[config.mk]
export PLATFORM = sky130hd
export DESIGN_NAME = dsm_array
export DESIGN_NICKNAME = d
export VERILOG_FILES = /design/src/rtl/dsm_array.sv
export SDC_FILE = /design/constraint.sdc
export NUM_CORES = 1
export LEC_CHECK = 0
export ABC_AREA = 1
export CAP_MARGIN = 5
export CELL_PAD_IN_SITES_DETAIL_PLACEMENT = 0
export CELL_PAD_IN_SITES_GLOBAL_PLACEMENT = 1
export CORE_MARGIN = 2
export CORE_UTILIZATION = 49
export DETAILED_ROUTE_END_ITERATION = 10
export PLACE_DENSITY = 0.95
export SYNTH_ARGS = -nofsm -noshare
export SYNTH_HDL_FRONTEND = slang
export SYNTH_SLANG_ARGS = --single-unit
[constraint.sdc]
create_clock -name clock -period 6.34 [get_ports clock]
set_clock_uncertainty 0.15 [all_clocks]
set_input_delay 1.268 -clock clock [delete_from_list [all_inputs] [get_ports clock]]
set_output_delay 1.268 -clock clock [all_outputs]
set_load 0.05 [all_outputs]
[src/rtl/dsm_array.sv]
// dsm_array: multi-channel 1-bit delta-sigma modulator.
// Each channel turns an unsigned WIDTH-bit level into a pulse-density stream.
// The order is selected at run time and shared by all channels:
// first order (accumulator carry) or second order (two saturating integrators).
// A shared divider sets the update rate. Per-channel hold registers are
// written by a load strobe. Each channel has a sticky saturation flag.
module dsm_array #(
    parameter int WIDTH     = 20,
    parameter int NUM_CH    = 1,
    parameter int RATE_DIV  = 1,
    parameter int INT_GUARD = 4
) (
    input  logic                    clock,
    input  logic                    reset,
    input  logic                    en,
    input  logic                    order_sel,
    input  logic                    vin_load,
    input  logic [NUM_CH*WIDTH-1:0] vin,
    input  logic                    ovf_clr,
    output logic                    update,
    output logic [NUM_CH-1:0]       pwm,
    output logic [NUM_CH-1:0]       ovf
);

    // Integrator width, and a wider working width so sums never wrap before clamping
    localparam int IW = WIDTH + INT_GUARD + 1;
    localparam int SW = IW + 2;
    localparam int CW = (RATE_DIV > 1) ? $clog2(RATE_DIV) : 1;
    localparam logic [CW-1:0] DIV_LAST = CW'(RATE_DIV - 1);
    localparam logic signed [SW-1:0] FB_FULL = {{(SW-WIDTH-1){1'b0}}, 1'b1, {WIDTH{1'b0}}};
    localparam logic signed [SW-1:0] INT_MAX = {3'b000, {(IW-1){1'b1}}};
    localparam logic signed [SW-1:0] INT_MIN = {3'b111, {(IW-1){1'b0}}};

    logic [CW-1:0]          div_cnt;
    logic                   order_q;
    logic                   order_chg;
    logic                   div_wrap;
    logic                   step;

    logic [WIDTH-1:0]       hold [NUM_CH];
    logic [WIDTH-1:0]       acc  [NUM_CH];
    logic signed [IW-1:0]   i1   [NUM_CH];
    logic signed [IW-1:0]   i2   [NUM_CH];

    logic [WIDTH:0]         fo_sum [NUM_CH];
    logic signed [SW-1:0]   fb_val [NUM_CH];
    logic signed [SW-1:0]   raw1   [NUM_CH];
    logic signed [SW-1:0]   raw2   [NUM_CH];
    logic signed [IW-1:0]   i1_nxt [NUM_CH];
    logic signed [IW-1:0]   i2_nxt [NUM_CH];
    logic [NUM_CH-1:0]      y_bit;
    logic [NUM_CH-1:0]      ovf_set;

    function automatic logic signed [SW-1:0] sext(input logic signed [IW-1:0] v);
        return {{(SW-IW){v[IW-1]}}, v};
    endfunction

    function automatic logic out_of_range(input logic signed [SW-1:0] v);
        return (v > INT_MAX) || (v < INT_MIN);
    endfunction

    function automatic logic signed [IW-1:0] clamp_iw(input logic signed [SW-1:0] v);
        logic signed [IW-1:0] r;
        if (v > INT_MAX) begin
            r = INT_MAX[IW-1:0];
        end else if (v < INT_MIN) begin
            r = INT_MIN[IW-1:0];
        end else begin
            r = v[IW-1:0];
        end
        return r;
    endfunction

    // A change of order is detected against the registered copy. It spends one edge
    // clearing the modulator state, and that edge produces no update.
    assign order_chg = (order_sel != order_q);
    assign div_wrap  = (div_cnt == DIV_LAST);
    assign step      = en & div_wrap & ~order_chg;
    assign update    = reset & step;

    // Rate divider: free-runs while enabled, frozen otherwise
    always_ff @(posedge clock or negedge reset) begin
        if (!reset) begin
            div_cnt <= '0;
        end else if (en) begin
            div_cnt <= div_wrap ? '0 : div_cnt + 1'b1;
        end
    end

    // Registered copy of the order select, advanced only while running
    always_ff @(posedge clock or negedge reset) begin
        if (!reset) begin
            order_q <= 1'b0;
        end else if (en) begin
            order_q <= order_sel;
        end
    end

    // Per-channel level hold registers, written by the load strobe even when stopped
    always_ff @(posedge clock or negedge reset) begin
        if (!reset) begin
            for (int k = 0; k < NUM_CH; k++) begin
                hold[k] <= '0;
            end
        end else if (vin_load) begin
            for (int k = 0; k < NUM_CH; k++) begin
                hold[k] <= vin[k*WIDTH +: WIDTH];
            end
        end
    end

    // Next-state arithmetic for both modulator orders, with saturation detection
    always_comb begin
        y_bit   = '0;
        ovf_set = '0;
        fo_sum  = '{default: '0};
        fb_val  = '{default: '0};
        raw1    = '{default: '0};
        raw2    = '{default: '0};
        i1_nxt  = '{default: '0};
        i2_nxt  = '{default: '0};
        for (int k = 0; k < NUM_CH; k++) begin
            fo_sum[k]  = {1'b0, acc[k]} + {1'b0, hold[k]};
            y_bit[k]   = ~i2[k][IW-1];
            fb_val[k]  = y_bit[k] ? FB_FULL : '0;
            raw1[k]    = sext(i1[k]) + $signed({{(SW-WIDTH){1'b0}}, hold[k]}) - fb_val[k];
            i1_nxt[k]  = clamp_iw(raw1[k]);
            raw2[k]    = sext(i2[k]) + sext(i1_nxt[k]) - fb_val[k];
            i2_nxt[k]  = clamp_iw(raw2[k]);
            ovf_set[k] = step & order_sel & (out_of_range(raw1[k]) | out_of_range(raw2[k]));
        end
    end

    // Modulator state and outputs: cleared on an order change, advanced on update edges
    always_ff @(posedge clock or negedge reset) begin
        if (!reset) begin
            for (int k = 0; k < NUM_CH; k++) begin
                acc[k] <= '0;
                i1[k]  <= '0;
                i2[k]  <= '0;
            end
            pwm <= '0;
        end else if (en && order_chg) begin
            for (int k = 0; k < NUM_CH; k++) begin
                acc[k] <= '0;
                i1[k]  <= '0;
                i2[k]  <= '0;
            end
        end else if (step) begin
            for (int k = 0; k < NUM_CH; k++) begin
                if (order_sel) begin
                    i1[k]  <= i1_nxt[k];
                    i2[k]  <= i2_nxt[k];
                    pwm[k] <= y_bit[k];
                end else begin
                    acc[k] <= fo_sum[k][WIDTH-1:0];
                    pwm[k] <= fo_sum[k][WIDTH];
                end
            end
        end
    end

    // Sticky overflow flags; a new saturation wins over a simultaneous clear
    always_ff @(posedge clock or negedge reset) begin
        if (!reset) begin
            ovf <= '0;
        end else begin
            ovf <= (ovf & ~{NUM_CH{ovf_clr}}) | ovf_set;
        end
    end

endmodule

==> flow_summary.ini <==
[run_status]
status = finished, final reports clean

[setup_path]
r2r-start = hold[2]$_DFFE_PN0P_
cp_data_arrival_time_ns = 5.78
crit_top_cell = nand2_1
slowest_delay_ns = 0.67
slowest_stage = nand2_1
crit_buf_inv = 2
reg2regPathDepth = 30
reg2reg_to = i2[17]$_DFFE_PN0P_
crit_path_end_kind = flip-flop
path_delay_family = simple AND/OR/NAND/NOR gates
path_max_fanout = 25
r2r_slack_ns = 0.70
critPathKind = flip-flop to flip-flop
cp_data_required_time_ns = 6.48
startpoint_type = flip-flop

[detailed_routing]
first_pass_iters = 6
drt_iter0_markers = 562
vias = 8373
drtAntennaViolNets = 0
post_drt_wl_per_cell_um = 14.48
post-route-drc-count = 0
viasPerCell = 5.181
routed_wl_um = 23400

[clock_network]
clock-sinks = 93
post_cts_buffers = 0
clockRootBuffer = clkbuf_16
cts_tree = built
ctsHoldBuffers = 0
clk_latency_ns = 0.35
htreeDepth = 3
cts_buffers = 9
cts_resized = 0
cts_buffer_depth = 2
cts.reportedPaths.clkPinSlew_ns = 0.07

[timing]
timing.final.crit_share = 0.8902
rsz0062_at_grt = no
tightest_slew_ns = 1.094
maxSlewViolCount = 0
setup_viol = 0
slew_headroom = 0.2614
clock.fmax_mhz = 177.2
fin_ws_ns = 0.6961
tns_ns = 0
period_needed_ns = 5.644
hold_viol_final = 0

[run]
cap_violations = 0

[layout]
final_util = 0.5429
diodes = 0
fin_nets = 1523
layout-drive-gt1-share = 0.03677
area_growth_pct = 8.414
final_cell_area_sq_mm = 0.009753

[synth]
ys.flop_type = dfrtp_1
async_flop_share = 1.000
ys_types = 42
yosysMostFrequentCell = nand2_1
ys_seq_area_frac = 0.2587
synth.top_cells.by_count = 388 x nand2_1, 281 x inv_1, 113 x ha_1
syn_area_sq_mm = 0.008996
synthTopCellsByArea = dfrtp_1 26%, nand2_1 16%, ha_1 16%
synth_edf_count = 0
yosys_warnings = 0
synth_seq_cells = 93
syn_inst = 1362
synth_area_per_cell_sq_um = 6.605
synthesis.nets = 1503
synth_top_cell_area_share = 0.2587
yosys.area.top_type = dfrtp_1

[global_routing]
grt.overflow.total = 0
grt_first_pass_wirelength_um = 39830
grt_max_degree = 54
grt_antenna_before_repair = 0
grt_use_total = 0.2504
grt_pass1_vias = 8259

[floorplanning]
start_util = 0.5008
rows = 49
fp.dieArea_sq_mm = 0.01946
die_y_um = 139.5
core_area_sq_mm = 0.01796
ioPinCount = 29
die_w_um = 139.5

[placed_design]
portBuffers = 28
gp_congestion = 0.9235
dp_hpwl_um = 18440
place_worst_setup_slack_ns = 0.7679
placed_area_sq_mm = 0.009473

[worst_hold_path]
hp-class = flip-flop to flip-flop
whs_endpoint = acc[19]$_DFFE_PN0P_
worstHoldStart = acc[19]$_DFFE_PN0P_
whs_path_depth = 2
area by class of cell:
cell class | count | area [sq um]
Clock buffer | 14 | 264.0
Clock inverter | 2 | 16.27
Fill cell | 1864 | 8210
Inverter | 290 | 1089
Multi-Input combinational cell | 955 | 5455
Sequential cell | 93 | 2327
Tap cell | 229 | 286.5
Timing Repair Buffer | 33 | 315.3
routing by layer:
| layer | global-route usage | part of all wire |
|---|---|---|
| met1 | 0.3428 | 0.49 |
| met2 | 0.4146 | 0.45 |
| met3 | 0.02271 | 0.038 |
| met4 | 0.08985 | 0.025 |
| met5 | 0 | 0 |
how the worst max path moves through the flow:
stage                   startpoint                  to  slack, ns  cells past startpoint
4_1_cts        hold[2]$_DFFE_PN0P_  i2[17]$_DFFE_PN0P_       0.74                     30
6_report       hold[2]$_DFFE_PN0P_  i2[17]$_DFFE_PN0P_       0.70                     30
2_1_floorplan  hold[3]$_DFFE_PN0P_  i2[21]$_DFFE_PN0P_       2.03                     34
5_1_grt        hold[2]$_DFFE_PN0P_  i2[17]$_DFFE_PN0P_       0.10                     30
3_3_place_gp   hold[1]$_DFFE_PN0P_  i2[17]$_DFFE_PN0P_       0.84                     30
3_5_place_dp   hold[1]$_DFFE_PN0P_  i2[17]$_DFFE_PN0P_       0.77                     30
cells in the final DEF (no fill, tap or decap), types with 21 or more instances in the layout:
master and n:
nand2_1 388, inv_1 281, ha_1 113, dfrtp_1 93
nor2_1 84, a21oi_1 75, o21ai_0 67, nand3_1 61
clkdlybuf4s50_1 27, xor2_1 25, o21ai_1 21
kinds of logic after synthesis:
family	share of synthesized area
buffers and inverters	0.1370
and+or+nand+nor	0.2665
xor gates and xnor gates	0.04089
AOI/OAI and AO/OA	0.1341
adders and majority gates	0.1616
DFF	0.2587
muxes	0.001252
worst register-to-register path, delay by kind of cell, from the launching register on:
kind / cells / cell delay (ns)
fa+ha+maj: 4 / 1.44
buf+inv: 2 / 0.12
flops: 1 / 0.37
simple gates: 24 / 3.51
state kept, by name, summed over array words and instances, names as in the netlist:
signal / flops
i1: 25
i2: 25
acc: 20
hold: 20
order_q: 1
ovf: 1
pwm: 1
stage by stage:
step | hold slack [ns] | cells
5_1_grt | 0.3653 | 1616
4_1_cts | 0.3376 | 1616
3_3_place_gp | 0.3159 | 1600
6_report | 0.3323 | 1616
3_5_place_dp | 0.3191 | 1600
2_1_floorplan | 0.3004 | 1362
Power is left out: the tool's default activity adds up to more than one toggle a clock period on the data nets, which glitch-free logic cannot reach.
